**config.mk**
```make
export PLATFORM = sky130hd
export DESIGN_NAME = rom_arbiter_flat
export DESIGN_NICKNAME = d
export VERILOG_FILES = /design/src/rtl/nes_rom_pkg.sv /design/src/rtl/rom_arbiter_if.sv /design/src/rtl/rom_addr_map.sv /design/src/rtl/rom_arbiter.sv /design/src/flat_wrapper.sv
export SDC_FILE = /design/constraint.sdc
export NUM_CORES = 1
export LEC_CHECK = 0
export ABC_AREA = 1
export BUFFER_PORTS_ARGS = -buffer_cell sky130_fd_sc_hd__buf_2
export CORE_ASPECT_RATIO = 1.2
export CORE_UTILIZATION = 45
export CTS_CLUSTER_SIZE = 40
export DETAILED_ROUTE_END_ITERATION = 8
export PLACE_DENSITY = 0.77
export SLEW_MARGIN = 20
export SYNTH_ARGS = -nofsm -noshare
export SYNTH_HDL_FRONTEND = slang
export SYNTH_HIERARCHICAL = 1
export SYNTH_SLANG_ARGS = --single-unit
```
**constraint.sdc**
```tcl
create_clock -name clk -period 2.2 [get_ports clk]
set_input_delay 0.44 -clock clk [delete_from_list [all_inputs] [get_ports clk]]
set_output_delay 0.44 -clock clk [all_outputs]
set_load 0.02 [all_outputs]
```
**src/rtl/nes_rom_pkg.sv**
```systemverilog
// nes_rom_pkg: shared types and constants for the cartridge ROM arbiter.
package nes_rom_pkg;
   typedef enum logic [1:0] {IDLE, ISSUE, RESP} state_t;
   typedef enum logic {REQ_CPU, REQ_PPU} req_t;
   localparam int PRG_BANK_BYTES = 16384;
   localparam int CHR_BYTES = 8192;
   localparam logic [7:0] OPEN_BUS = 8'hFF;
endpackage

```
**src/rtl/rom_arbiter_if.sv**
```systemverilog
// rom_arbiter_if: CPU/PPU request ports and ROM macro port of the arbiter.
interface rom_arbiter_if #(parameter int ROM_AW = 16);
   logic              cpu_req;
   logic [15:0]       cpu_ab;
   logic [7:0]        cpu_do;
   logic              cpu_valid;
   logic              ppu_req;
   logic [13:0]       ppu_ab;
   logic [7:0]        ppu_do;
   logic              ppu_valid;
   logic              rom_en;
   logic [ROM_AW-1:0] rom_addr;
   logic [7:0]        rom_q;
   modport slave (
      input  cpu_req, cpu_ab, ppu_req, ppu_ab, rom_q,
      output cpu_do, cpu_valid, ppu_do, ppu_valid, rom_en, rom_addr
   );
   modport master (
      output cpu_req, cpu_ab, ppu_req, ppu_ab, rom_q,
      input  cpu_do, cpu_valid, ppu_do, ppu_valid, rom_en, rom_addr
   );
endinterface

```
**src/rtl/rom_addr_map.sv**
```systemverilog
// rom_addr_map: maps CPU PRG / PPU CHR addresses onto flat iNES image offsets.
module rom_addr_map import nes_rom_pkg::*; #(
   parameter int PRG_BANKS = 1,
   parameter int HDR_BYTES = 16,
   parameter int ROM_AW    = 16
) (
   input  req_t              i_id,
   input  logic [15:0]       i_cpu_ab,
   input  logic [13:0]       i_ppu_ab,
   output logic [ROM_AW-1:0] o_addr,
   output logic              o_in_range
);
   logic [14:0]       w_prg_off;
   logic [ROM_AW-1:0] w_cpu_addr;
   logic [ROM_AW-1:0] w_ppu_addr;
   always_comb begin
      // a single 16 KiB bank drops A14 so $8000 and $C000 alias
      w_prg_off  = PRG_BANKS == 2 ? i_cpu_ab[14:0] : {1'b0, i_cpu_ab[13:0]};
      w_cpu_addr = ROM_AW'(HDR_BYTES) + ROM_AW'(w_prg_off);
      w_ppu_addr = ROM_AW'(HDR_BYTES + PRG_BANKS * PRG_BANK_BYTES)
                 + ROM_AW'(i_ppu_ab & 14'(CHR_BYTES - 1));
      o_addr     = i_id == REQ_PPU ? w_ppu_addr : w_cpu_addr;
      o_in_range = i_id == REQ_PPU ? !i_ppu_ab[13] : i_cpu_ab[15];
   end
endmodule

```
**src/rtl/rom_arbiter.sv**
```systemverilog
// rom_arbiter: round-robin sharing of one synchronous cartridge ROM between CPU and PPU.
module rom_arbiter import nes_rom_pkg::*; #(
   parameter int PRG_BANKS = 1,
   parameter int HDR_BYTES = 16,
   parameter int ROM_AW    = 16
) (
   input logic          clk,
   input logic          rst_n,
   rom_arbiter_if.slave bus
);
   state_t            r_state, w_next;
   req_t              r_gnt, w_gnt;
   logic              r_rng, r_rom_en, r_cpu_valid, r_ppu_valid;
   logic              w_cpu_req, w_ppu_req, w_take, w_rng;
   logic [ROM_AW-1:0] r_rom_addr, w_addr;
   logic [7:0]        r_cpu_do, r_ppu_do, w_data;

   rom_addr_map #(.PRG_BANKS(PRG_BANKS), .HDR_BYTES(HDR_BYTES), .ROM_AW(ROM_AW)) u_map (
      .i_id      (w_gnt),
      .i_cpu_ab  (bus.cpu_ab),
      .i_ppu_ab  (bus.ppu_ab),
      .o_addr    (w_addr),
      .o_in_range(w_rng)
   );

   always_ff @(posedge clk or negedge rst_n)
      if (!rst_n) r_state <= IDLE;
      else        r_state <= w_next;

   // a just-served requester is ignored in RESP and in its valid cycle, since its req is still up
   always_comb begin
      w_cpu_req = bus.cpu_req && !r_cpu_valid && !(r_state == RESP && r_gnt == REQ_CPU);
      w_ppu_req = bus.ppu_req && !r_ppu_valid && !(r_state == RESP && r_gnt == REQ_PPU);
      w_gnt     = (w_cpu_req && w_ppu_req) ? (r_gnt == REQ_CPU ? REQ_PPU : REQ_CPU)
                                           : (w_ppu_req ? REQ_PPU : REQ_CPU);
      w_take    = r_state != ISSUE && (w_cpu_req || w_ppu_req);
      w_next    = r_state == ISSUE ? RESP : (w_take ? ISSUE : IDLE);
      w_data    = r_rng ? bus.rom_q : OPEN_BUS;
   end

   // r_gnt doubles as last_grant: it is rewritten on every grant
   always_ff @(posedge clk or negedge rst_n)
      if (!rst_n) begin
         r_gnt       <= REQ_CPU;
         r_rng       <= 1'b0;
         r_rom_en    <= 1'b0;
         r_rom_addr  <= '0;
         r_cpu_valid <= 1'b0;
         r_ppu_valid <= 1'b0;
         r_cpu_do    <= 8'h00;
         r_ppu_do    <= 8'h00;
      end else begin
         r_rom_en    <= w_take && w_rng;
         r_cpu_valid <= r_state == RESP && r_gnt == REQ_CPU;
         r_ppu_valid <= r_state == RESP && r_gnt == REQ_PPU;
         if (w_take) begin
            r_gnt      <= w_gnt;
            r_rng      <= w_rng;
            r_rom_addr <= w_addr;
         end
         if (r_state == RESP && r_gnt == REQ_CPU) r_cpu_do <= w_data;
         if (r_state == RESP && r_gnt == REQ_PPU) r_ppu_do <= w_data;
      end

   assign bus.rom_en    = r_rom_en;
   assign bus.rom_addr  = r_rom_addr;
   assign bus.cpu_valid = r_cpu_valid;
   assign bus.ppu_valid = r_ppu_valid;
   assign bus.cpu_do    = r_cpu_do;
   assign bus.ppu_do    = r_ppu_do;
endmodule

```
**src/flat_wrapper.sv**
```systemverilog
// flat-port wrapper written by rule: the top's interface ports become plain ports
module rom_arbiter_flat import nes_rom_pkg::*;
#(
   parameter int PRG_BANKS = 1,
   parameter int HDR_BYTES = 16,
   parameter int ROM_AW    = 16
)
  (clk, rst_n, bus_cpu_req, bus_cpu_ab, bus_ppu_req, bus_ppu_ab, bus_rom_q, bus_cpu_do, bus_cpu_valid, bus_ppu_do, bus_ppu_valid, bus_rom_en, bus_rom_addr);
  rom_arbiter_if #(.ROM_AW(ROM_AW)) bus_i ();
  input logic clk;
  input logic rst_n;
  input wire logic [$bits(bus_i.cpu_req)-1:0] bus_cpu_req;
  input wire logic [$bits(bus_i.cpu_ab)-1:0] bus_cpu_ab;
  input wire logic [$bits(bus_i.ppu_req)-1:0] bus_ppu_req;
  input wire logic [$bits(bus_i.ppu_ab)-1:0] bus_ppu_ab;
  input wire logic [$bits(bus_i.rom_q)-1:0] bus_rom_q;
  output wire logic [$bits(bus_i.cpu_do)-1:0] bus_cpu_do;
  output wire logic [$bits(bus_i.cpu_valid)-1:0] bus_cpu_valid;
  output wire logic [$bits(bus_i.ppu_do)-1:0] bus_ppu_do;
  output wire logic [$bits(bus_i.ppu_valid)-1:0] bus_ppu_valid;
  output wire logic [$bits(bus_i.rom_en)-1:0] bus_rom_en;
  output wire logic [$bits(bus_i.rom_addr)-1:0] bus_rom_addr;
  assign bus_i.cpu_req = bus_cpu_req;
  assign bus_i.cpu_ab = bus_cpu_ab;
  assign bus_i.ppu_req = bus_ppu_req;
  assign bus_i.ppu_ab = bus_ppu_ab;
  assign bus_i.rom_q = bus_rom_q;
  assign bus_cpu_do = bus_i.cpu_do;
  assign bus_cpu_valid = bus_i.cpu_valid;
  assign bus_ppu_do = bus_i.ppu_do;
  assign bus_ppu_valid = bus_i.ppu_valid;
  assign bus_rom_en = bus_i.rom_en;
  assign bus_rom_addr = bus_i.rom_addr;
  rom_arbiter #(.PRG_BANKS(PRG_BANKS), .HDR_BYTES(HDR_BYTES), .ROM_AW(ROM_AW)) u_core (.clk(clk), .rst_n(rst_n), .bus(bus_i));
endmodule
```
# [After elaboration in Yosys (flattened, before gate mapping)]
# Index checks and enable logic that the tools add are counted.
[classes] n_addsub=2 mul=0 n_div=0 magnitude_cmp=0 eq_ne=3 shifts=0 muxes=8 bitwise=1 n_reduce_logical=15
[op_table] operator="adder 15 x 13 -> 16 bit (first input constant)" count=1
[op_table] operator="two-way mux 16 bit" count=1
[op_table] operator="adder 5 x 14 -> 15 bit (first input constant)" count=1
[op_table] operator="logical AND 1 bit" count=9
[op_table] operator="two-way mux 8 bit" count=1
[op_table] operator="zero test 1 bit" count=5
[op_table] operator="two-way mux 1 bit" count=5
[op_table] operator="== test 2 x 1 -> 1 bit (second input constant)" count=1
[op_table] operator="== test 2 bit (second input constant)" count=1
[op_table] operator="two-way mux 2 bit" count=1
[op_table] operator="inequality test 2 x 1 -> 1 bit (second input constant)" count=1
[op_table] operator="logical OR 1 bit" count=1
[op_table] operator="inverter 1 bit" count=1
[totals] register_bits=39 latch_bits=0 mem_bits_rw=0 romBits=0 in_bits=42 output_inout_bits=35 mem_count=0

# [Depth between registers and ports, before layout]
# Gate-level depths: netlist (run 1).
[logic_depth] word_depth=8 ltp_mapped=10

# [Hierarchy]
# Netlist (run 1), hierarchy kept.
[by_module_without_submodules] mod="rom_arbiter" n_inst=1 cells_per_inst=182 area_per_inst_um2=1689.1 seq_area_each_um2=975.9
[by_module_without_submodules] mod="rom_addr_map" n_inst=1 cells_per_inst=122 area_per_inst_um2=573.0 seq_area_each_um2=0.0

# [Worst setup path after synthesis (run 1)]
# No wires, ideal clock.
[synth_timing] path_kind="reg-to-reg" from="reg u_core.r_ppu_valid (netlist: u_core/bus.ppu_valid)" to="reg u_core.r_rng" t_arrival_ps=1628 path_slack_ps=455 stages_incl_launch_ff=10 n_path_buf=1 cell_sequence="dfrtp_1 > nor2_1 > nand2_4 > a21oi_1 > inv_2 > buf_2 > nand2_1 > o21ai_1 > nand3_1 > nand2_1"
[synth_between] elab_chain_cells=6 word_cells_on_any_way=9 classes_between="mux: 3; reduce/logical: 6"
[synth_rtl] element="start: declaration" line="rom_arbiter.sv:13" source="logic r_rng, r_rom_en, r_cpu_valid, r_ppu_valid;"
[synth_rtl] element="start signal: assignment" line="rom_arbiter.sv:49" source="r_ppu_valid <= 1'b0;"
[synth_rtl] element="start signal: assignment" line="rom_arbiter.sv:55" source="r_ppu_valid <= r_state == RESP && r_gnt == REQ_PPU;"
[synth_rtl] element="zero test 1 bit (*)" line="rom_arbiter.sv:33" source="w_ppu_req = bus.ppu_req && !r_ppu_valid && !(r_state == RESP && r_gnt == REQ_PPU);"
[synth_rtl] element="logical AND 1 bit (*) (2 in series)" line="rom_arbiter.sv:33"
[synth_rtl] element="two-way mux 1 bit / logical AND 1 bit (equally long branches)" line="rom_arbiter.sv:35, rom_arbiter.sv:34"
[synth_rtl] element="two-way mux 1 bit (*)" line="rom_arbiter.sv:34" source="w_gnt = (w_cpu_req && w_ppu_req) ? (r_gnt == REQ_CPU ? REQ_PPU : REQ_CPU)"
[synth_rtl] element="net u_core.w_gnt" line="rom_arbiter.sv:12" source="req_t r_gnt, w_gnt;"
[synth_rtl] element="two-way mux 1 bit (*)" line="rom_addr_map.sv:23" source="o_in_range = i_id == REQ_PPU ? !i_ppu_ab[13] : i_cpu_ab[15];"
[synth_rtl] element="net u_core.w_rng" line="rom_arbiter.sv:14" source="logic w_cpu_req, w_ppu_req, w_take, w_rng;"
[synth_rtl] element="end signal: assignment" line="rom_arbiter.sv:58" source="r_rng <= w_rng;"
[synth_rtl] element="end: declaration" line="rom_arbiter.sv:13"
# Mark *: on every way through the listed nets, which the timed path passes. The rest lies on a longest branch.
# A chain may end at the register's enable or synchronous reset.

# [Worst setup path after layout (run 1)]
[layout_timing] from="reg u_core.r_ppu_valid (netlist: u_core/bus.ppu_valid)" to="reg u_core.r_rom_addr[13] (netlist: u_core/bus.rom_addr[13])"
[layout_between] elab_chain_cells=6 word_cells_on_any_way=9 classes_between="mux: 3; reduce/logical: 6"
[layout_rtl] element="zero test 1 bit (*)" line="rom_arbiter.sv:33"
[layout_rtl] element="logical AND 1 bit (*) (2 in series)" line="rom_arbiter.sv:33"
[layout_rtl] element="two-way mux 1 bit / logical AND 1 bit (equally long branches)" line="rom_arbiter.sv:35, rom_arbiter.sv:34"
[layout_rtl] element="two-way mux 1 bit (*)" line="rom_arbiter.sv:34"
[layout_rtl] element="net u_core.w_gnt" line="rom_arbiter.sv:12"
[layout_rtl] element="two-way mux 16 bit (*)" line="rom_addr_map.sv:22" source="o_addr = i_id == REQ_PPU ? w_ppu_addr : w_cpu_addr;"
[layout_rtl] element="net u_core.w_addr[13]" line="rom_arbiter.sv:15" source="logic [ROM_AW-1:0] r_rom_addr, w_addr;"
[layout_rtl] element="end signal: assignment" line="rom_arbiter.sv:59" source="r_rom_addr <= w_addr;"
[layout_rtl] element="end: declaration" line="rom_arbiter.sv:15"
# Marks and branches as above.

==> results of run 1 <==
worst reg2reg max path: stages, from the launching register on:
cell and delay, ps:
sky130_fd_sc_hd__dfrtp_1 390, sky130_fd_sc_hd__nor2_1 230, sky130_fd_sc_hd__nand2_4 100, sky130_fd_sc_hd__a21oi_1 270, sky130_fd_sc_hd__inv_2 220, sky130_fd_sc_hd__nor3_1 200, sky130_fd_sc_hd__nand2_1 80, sky130_fd_sc_hd__nand2_1 60
sky130_fd_sc_hd__nand3_1 70, sky130_fd_sc_hd__nand2_1 80
cell usage after synthesis:
master	number	share of area (%)
sky130_fd_sc_hd__a21oi_1	4	0.88
sky130_fd_sc_hd__buf_12	1	0.88
sky130_fd_sc_hd__buf_2	2	0.44
sky130_fd_sc_hd__buf_4	3	1.0
sky130_fd_sc_hd__buf_6	1	0.50
sky130_fd_sc_hd__clkbuf_1	1	0.17
sky130_fd_sc_hd__clkinv_1	3	0.50
sky130_fd_sc_hd__conb_1	1	0.17
sky130_fd_sc_hd__dfrtp_1	39	43
sky130_fd_sc_hd__ha_1	2	1.1
sky130_fd_sc_hd__inv_1	25	4.1
sky130_fd_sc_hd__inv_2	5	0.83
sky130_fd_sc_hd__nand2_1	128	21
sky130_fd_sc_hd__nand2_2	21	5.8
sky130_fd_sc_hd__nand2_4	2	1.0
sky130_fd_sc_hd__nand2_8	2	1.8
sky130_fd_sc_hd__nand3_1	34	7.5
sky130_fd_sc_hd__nand3_4	2	1.5
sky130_fd_sc_hd__nand4_1	1	0.28
sky130_fd_sc_hd__nor2_1	9	1.5
sky130_fd_sc_hd__nor2_2	2	0.55
sky130_fd_sc_hd__nor2_4	3	1.5
sky130_fd_sc_hd__nor3_1	1	0.22
sky130_fd_sc_hd__o21ai_0	4	0.88
sky130_fd_sc_hd__o21ai_1	3	0.66
sky130_fd_sc_hd__o21ai_2	1	0.39
sky130_fd_sc_hd__o21bai_1	1	0.33
sky130_fd_sc_hd__or2_1	1	0.28
sky130_fd_sc_hd__xnor2_1	2	0.77
routing by layer:
metal	share of wire, %	vias up
met5	0	-
met4	1.4	0
met3	5.6	8
met1	42	956
met2	51	68
li1	-	1081
layout make-up:
| class | count | share of cell area (%) |
|---|---|---|
| clock buffers | 8 | 3.630 |
| inverters | 33 | 4.492 |
| multi-input cells | 224 | 39.70 |
| flip-flops and latches | 39 | 35.39 |
| well taps | 58 | 2.632 |
| repair buffers | 77 | 14.16 |
per-stage QoR:
step	setup WS, ps	util (%)	area [µm²]	total power, µW	instances
after floorplan	454.7	-	2262	2725	304
after global placement	372.2	56.59	2658	3190	431
after detailed placement	328.9	56.59	2658	3237	431
after CTS	458.6	58.73	2758	3768	439
after global routing	328.0	58.73	2758	4029	439
final	432.8	58.73	2758	3715	439
registers in the layout (all words and copies together), names as in the netlist:
register,cells
u_core/r_gnt,1
u_core/bus.ppu_valid,1
u_core/bus.cpu_valid,1
u_core/bus.rom_addr,16
u_core/bus.rom_en,1
u_core/bus.cpu_do,8
u_core/bus.ppu_do,8
u_core/r_state,2
u_core/r_rng,1
worst paths after layout:
path                                         start  slack (ps)                      end  cells past startpoint
max                           u_core/bus.ppu_valid         430  u_core/bus.rom_addr[13]                      9
min                                          rst_n         260     u_core/bus.ppu_do[6]                      1
max reg2reg                   u_core/bus.ppu_valid         430  u_core/bus.rom_addr[13]                      9
min reg2reg                u_core/bus.rom_addr[12]         470  u_core/bus.rom_addr[12]                      2
max in group asynchronous                    rst_n        1410   u_core/bus.rom_addr[6]                      1
min in group clk                      bus_rom_q[3]         460     u_core/bus.cpu_do[3]                      5
logic make-up after synthesis:
logic type	Yosys count	share of synthesized area [%]
AO/OA/AOI/OAI	13	3.153
other	1	0.1658
XOR/XNOR	2	0.7745
AND/OR/NAND/NOR	206	43.20
buffers and inverters	41	8.462
adder cells (fa/ha/maj)	2	1.106
flip-flops	39	43.14
power groups by stage:
stage | Sequential, µW | Clock, µW | Combinational, µW
detailed placement | 1320 | 0 | 1920
global route | 1350 | 566 | 2110
floorplan | 1670 | 0 | 1050
finish | 1300 | 514 | 1900
CTS | 1310 | 533 | 1930
global placement | 1310 | 0 | 1880
==> summary.txt, run 1 <==
Detailed routing
  • Count of antenna-violating nets left after detailed routing: 0
  • Detailed-route DRC error count: 0
  • Post-detailed-routing wire length: ~5000 µm
  • Violation count after the first detailed-route iteration: about 140
  • Routed via count: ~2100
  • Total iterations of the first detailed-routing run: 4
  • Via/cell ratio: 4.813
  • Routed wirelength normalized by instance count: 11.19 µm

Yosys
  • Mapped Avg Cell Area: between 7 and 8 µm²
  • Count of cell types in the netlist: 29
  • Warning count from the yosys run: 6
  • Total standard cell area after synthesis: ~0.0023 mm²
  • Portion of the post-synthesis area used by sequential elements: 43.14%
  • Post-Synthesis Cells: about 300
  • Synth Net Count: roughly 350
  • Synthesized flop and latch total: 39

Clocking
  • Number of resized instances in the post-cts repair step: 0
  • Max Root-Sink Buffers: 2
  • Cts hold-fix bufs: 0
  • Clk pin slew, worst setup/hold paths: about 70 ps
  • Number of sinks driven by the clock tree: 39
  • Setup Buffers After CTS: 0
  • TritonCTS clock tree: built
  • Root Driver: sky130_fd_sc_hd__clkbuf_8
  • H-tree levels: 2
  • Insertion delay of the later-clocked pin in the worst-skew pair: roughly 280 ps
  • TritonCTS Buffers: 5

Die
  • Floorplan die height: roughly 80 µm
  • I/O pin count: 77
  • Initial cell density of the core: roughly half
  • Die width: about 67 µm
  • Site row count: 27
  • Area inside the core boundary: 0.004696 mm²
  • Floorplan die area: about 0.0053 mm²

STA
  • Final Skew: around 2.3 ps
  • Worst slew margin relative to its limit: a little over two fifths
  • RSZ-0062 raised after global routing: false
  • Fin Hold WS: ~260 ps
  • Final cycle utilization of the critical path: approximately 80%
  • Hold Violations, Final: 0
  • Clock period minus final worst setup slack: about 1800 ps
  • Max Clock Freq: between 500 and 600 MHz
  • Max-slew violation count: 0
  • Summed negative setup slack over all endpoints: 0 ps
  • Number of failing setup endpoints in the final timing report: 0
  • Worst Max-Slew Pin Slew: about 850 ps

Critical path
  • Category of the worst setup path capture point: register
  • Setup CP Type: register to register
  • Slowest CP cell: sky130_fd_sc_hd__dfrtp_1
  • CP Data Arrival Time: between 1500 and 2000 ps
  • Startpoint type of the worst setup path: register
  • Highest net fanout along the worst path: 18
  • Most used cell, CP: sky130_fd_sc_hd__nand2_1
  • Worst-path cell chain: nor2_1 > nand2_4 > a21oi_1 > inv_2 > nor3_1 > nand2_1 > nand2_1 > nand3_1 > nand2_1
  • Category of cells accounting for the largest share of critical-path delay: simple AND/OR/NAND/NOR gates
  • Largest stage delay on the critical path: just under 400 ps
  • Buffering stage count on the worst path with inverters included: 1
  • Required time of the critical path: approximately 2400 ps

Global route
  • Global-route track usage on met2: about two fifths
  • Global-route wire length before repair: around 8400 µm
  • Number of antenna violations at the first check in global routing: 0
  • Global Route Usage Sum: 20.33%
  • Total grt overflow: 0
  • Number of global-route vias before repair: a little over 2000
  • Met1 Use GR: around 22%
  • GR Util met3: about 3.1%
  • Top Usage Layer GRT: met2
  • Pin count of the biggest net entering global routing: 40

Place
  • DP HPWL: roughly 3800 µm
  • Placer Congestion: about 0.83
  • Input/output buffers: 75

Power and ir drop
  • IR Drop Worst-Case VDD: approximately 0.4 mV
  • Power share of the clock group: between 10% and 20%
  • Sequential share of power: 35.1%
  • Portion of total power attributed to combinational logic: about half
  • Areal power density over the cells: approximately 1300 mW/mm²
  • Switching share of total power: between 40% and 50%
  • LEAKAGE: between 0.0015 and 0.002 µW
  • Net load switching power: 1728 µW
  • Int Power: 1987 µW

Finish
  • Commonest cells after routing, fill and taps aside: 128 x sky130_fd_sc_hd__nand2_1, 75 x sky130_fd_sc_hd__buf_2, 39 x sky130_fd_sc_hd__dfrtp_1, 34 x sky130_fd_sc_hd__nand3_1, 25 x sky130_fd_sc_hd__inv_1
  • Most frequent standard cell in the layout excluding fill and tap cells: sky130_fd_sc_hd__nand2_1
  • Number of nets in the finished design: about 420
  • Fillcell total: 479
  • Total area of multi-input combinational cells: approximately 0.0011 mm²
  • Share of post-route cells with drive strength above 1: 32.02%
  • Antenna cell count: 0
  • Register area: around 980 µm²
  • Area added between synthesis and finish: 21.90%

Status
  • Run status: finished clean

Min path
  • Hold Crit Class: primary input to async pin

Run
  • Max-Cap Viols: 0
Note: power is estimated with default switching activity, not from simulation.
==> run 2, diff against run 1 <==
Settings changed: ABC_AREA 1 to 0, CORE_UTILIZATION 45 to 44, PLACE_DENSITY 0.77 to 0.8.
Clock period 2.2 ns to 1.6 ns, I/O delays scaled along.
==> summary.txt, run 2 <==
Die
  • Site row count: 26 (-3.7%)
  • I/O pin count: 77 (unchanged)
  • Die width: 63.29 µm (-5.2%)
  • Area inside the core boundary: 0.004294 mm² (-8.6%)
  • Floorplan die height: 75.54 µm (-5.2%)
  • Initial cell density of the core: 46.18% (-2.0 points)
  • Floorplan die area: 0.004781 mm² (-10%)

Yosys
  • Most frequent cells after synthesis: 39 x sky130_fd_sc_hd__dfrtp_1, 16 x sky130_fd_sc_hd__nand2_1, 14 x sky130_fd_sc_hd__mux2_2
  • Count of cell types in the netlist: 36 (+24%)
  • Number of synthesized flops with an enable pin: 0 (unchanged)
  • Warning count from the yosys run: 6 (unchanged)
  • Area share of the largest cell type after synthesis: 49.21% (+6.1 points)
  • Synth Net Count: 219 (-37%)
  • Yosys top cell by area: sky130_fd_sc_hd__dfrtp_1
  • Async set-reset flop share out of synthesis: 100.0% (unchanged)
  • Portion of the post-synthesis area used by sequential elements: 49.21% (+6.1 points)
  • Most common cell in the netlist: sky130_fd_sc_hd__dfrtp_1
  • Synth area leaders: sky130_fd_sc_hd__dfrtp_1 49%, sky130_fd_sc_hd__mux2_2 7.9%, sky130_fd_sc_hd__mux2_1 4.5%, sky130_fd_sc_hd__xnor2_1 4.4%, sky130_fd_sc_hd__mux2i_1 3.0%
  • Most used flip-flop cell after synthesis: sky130_fd_sc_hd__dfrtp_1
  • Total standard cell area after synthesis: 0.001983 mm² (-12%)
  • Post-Synthesis Cells: 175 (-42%)
  • Mapped Avg Cell Area: 11.33 µm² (+52%)
  • Synthesized flop and latch total: 39 (unchanged)

STA
  • Max-slew violation count: 0 (unchanged)
  • RSZ-0062 raised after global routing: true
  • Hold Violations, Final: 0 (unchanged)
  • Max Clock Freq: 562.3 MHz (-0.63%)
  • Clock period minus final worst setup slack: 1778 ps (+11.16 ps)
  • Final cycle utilization of the critical path: 111.1% (+31 points)
  • Final Skew: 4.509 ps (+2.206 ps)
  • Number of failing setup endpoints in the final timing report: 18 (+18)
  • Worst Slack Setup Final: -178.3 ps (-611.2 ps)

Detailed routing
  • Violation count after the first detailed-route iteration: 53 (-61%)
  • Count of antenna-violating nets left after detailed routing: 0 (unchanged)
  • Detailed-route DRC error count: 0 (unchanged)
  • Total iterations of the first detailed-routing run: 4 (unchanged)
  • Routed via count: 1644 (-22%)
  • Post-detailed-routing wire length: 4531 µm (-7.8%)
  • Routed wirelength normalized by instance count: 13.77 µm (+23%)
  • Via/cell ratio: 4.997 (+3.8%)

Finish
  • Fillcell total: 344 (-28%)
  • Most frequent standard cell in the layout excluding fill and tap cells: sky130_fd_sc_hd__buf_2
  • Antenna cell count: 0 (unchanged)
  • Share of post-route cells with drive strength above 1: 53.11% (+21 points)
  • Max reg flops: 16 (unchanged)
  • Post-route insts no fill: 329 (-25%)
  • Number of nets in the finished design: 316 (-25%)
  • Area added between synthesis and finish: 46.50%
  • Commonest cells after routing, fill and taps aside: 75 x sky130_fd_sc_hd__buf_2, 37 x sky130_fd_sc_hd__dfrtp_1, 21 x sky130_fd_sc_hd__mux2_4, 15 x sky130_fd_sc_hd__nand2_1, 13 x sky130_fd_sc_hd__nor2_1

Critical path
  • Reg-to-reg slack, setup: -180 ps (-610 ps)
  • Setup CP Type: register to register
  • Highest net fanout along the worst path: 5 (-13)
  • Startpoint type of the worst setup path: register
  • CP Data Arrival Time: 1960 ps (-30 ps)
  • Required time of the critical path: 1780 ps (-650 ps)
  • Category of the worst setup path capture point: register

Run
  • Max-Cap Viols: 0 (unchanged)

Clocking
  • TritonCTS Buffers: 5 (unchanged)
  • Insertion delay of the later-clocked pin in the worst-skew pair: 290 ps (about the same)
  • Number of sinks driven by the clock tree: 39 (unchanged)
  • H-tree levels: 2 (unchanged)
  • Root Driver: sky130_fd_sc_hd__clkbuf_8
  • TritonCTS clock tree: built
  • Clk pin slew, worst setup/hold paths: 80 ps (about the same)
  • Max Root-Sink Buffers: 2 (unchanged)

Power and ir drop
  • Areal power density over the cells: 1916 mW/mm² (+42%)
  • IR Drop Worst-Case VDD: 0.9601 mV (+140%)
  • LEAKAGE: 0.001398 µW (-11%)

Global route
  • Total grt overflow: 0 (unchanged)
  • Global-route wire length before repair: 7058 µm (-16%)
  • Pin count of the biggest net entering global routing: 26 (-35%)
  • Global Route Usage Sum: 19.74% (-0.58 points)
  • Number of global-route vias before repair: 1570 (-23%)
  • Number of antenna violations at the first check in global routing: 0 (unchanged)

Place
  • Worst slack at placement: -180.4 ps (-509.2 ps)
  • Placed Instances: 317 (-26%)
  • Input/output buffers: 75 (unchanged)
  • DP HPWL: 3220 µm (-15%)
  • Placer Congestion: 0.7808 (-6.2%)

Status
  • Run status: finished, violations left
  • Violations in the final reports: negative setup slack

Min path
  • Hold Crit Class: primary input to register
## run 2: cell count changes in the layout (fill, tap and decap cells not counted), sizes merged, moves of 5 or more
cell	delta
inv	-27
mux2	+22
nor2b	+9
mux2i	+6
xor2	+5
xnor2	+8
nand3	-31
nand2	-137
a21oi	+6
buf	+17
## run 2: final cells by class
| cell class | count | area (µm²) | area share (%) |
|---|---|---|---|
| inverters | 3 | 13.76 | 0.4737 |
| clock inverters | 3 | 43.79 | 1.507 |
| well taps | 56 | 70.07 | 2.412 |
| repair buffers | 96 | 625.6 | 21.53 |
| flip-flops and latches | 39 | 978.4 | 33.68 |
| clock buffers | 5 | 68.82 | 2.369 |
| multi-input cells | 127 | 1105 | 38.03 |
## run 2: final timing paths
path                       cells past startpoint                  from                endpoint
min reg2reg                                    2  u_core/bus.ppu_do[0]    u_core/bus.ppu_do[0]
min in group asynchronous                      2                 rst_n  u_core/bus.rom_addr[4]
max                                            5          u_core/r_gnt  u_core/bus.rom_addr[1]
max reg2reg                                    5          u_core/r_gnt  u_core/bus.rom_addr[1]
max in group asynchronous                      3                 rst_n    u_core/bus.ppu_valid
min                                            3          bus_rom_q[7]    u_core/bus.ppu_do[7]
## run 2: logic make-up after synthesis
family | count (synthesis) | synth area share [%]
xor gates and xnor gates | 15 | 6.624
buffers and inverters | 9 | 2.334
AOI/OAI and AO/OA | 24 | 7.824
and+or+nand+nor | 57 | 17.03
other | 1 | 0.1891
muxes | 28 | 15.52
DFF | 39 | 49.21
adders and majority gates | 2 | 1.262
## run 2: where the power goes
part	internal [µW]	leakage (µW)	switching (µW)	total [µW]
Combinational	1530	0.000892	1490	3020
Sequential	1450	0.000447	273	1730
Clock	464	0.0000581	354	819
Total	3450	0.00140	2110	5570
## run 2: timing repair
item,in CTS,in global routing
hold buffers,1,0
endpoints found under the hold margin,14,0
gates resized for setup,15,16
gates cloned,0,1
setup endpoints to repair,17,18
setup buffers,1,1
pin swaps,1,2
## run 2: worst max-delay path: stages (launching register included)
cell,delay [ps]
sky130_fd_sc_hd__dfrtp_2,460
sky130_fd_sc_hd__buf_12,140
sky130_fd_sc_hd__a211oi_4,310
sky130_fd_sc_hd__clkbuf_16,220
sky130_fd_sc_hd__mux2_4,290
sky130_fd_sc_hd__mux2_4,250
## run 2: stage by stage
step | TNS [ps] | hold slack, ps | utilization (%) | cell area (µm²) | power (µW)
after floorplan | -1229 | 24.41 | - | 2034 | 3340
after global placement | -1619 | 249.2 | 61.10 | 2624 | 4260
after detailed placement | -2269 | 261.9 | 61.10 | 2624 | 4334
after CTS | -1481 | 293.2 | 65.41 | 2809 | 5407
after global routing | -2733 | 312.8 | 67.66 | 2905 | 5912
final | -1795 | 298.6 | 67.66 | 2905 | 5566
## run 2: layer usage
| metal | part of all wire (%) | up-vias | GRT usage, % |
|---|---|---|---|
| li1 | - | 799 | - |
| met1 | 39 | 783 | 21.88 |
| met2 | 53 | 50 | 34.53 |
| met3 | 4.5 | 12 | 5.090 |
| met4 | 3.0 | 0 | 12.37 |
| met5 | 0 | - | 0 |
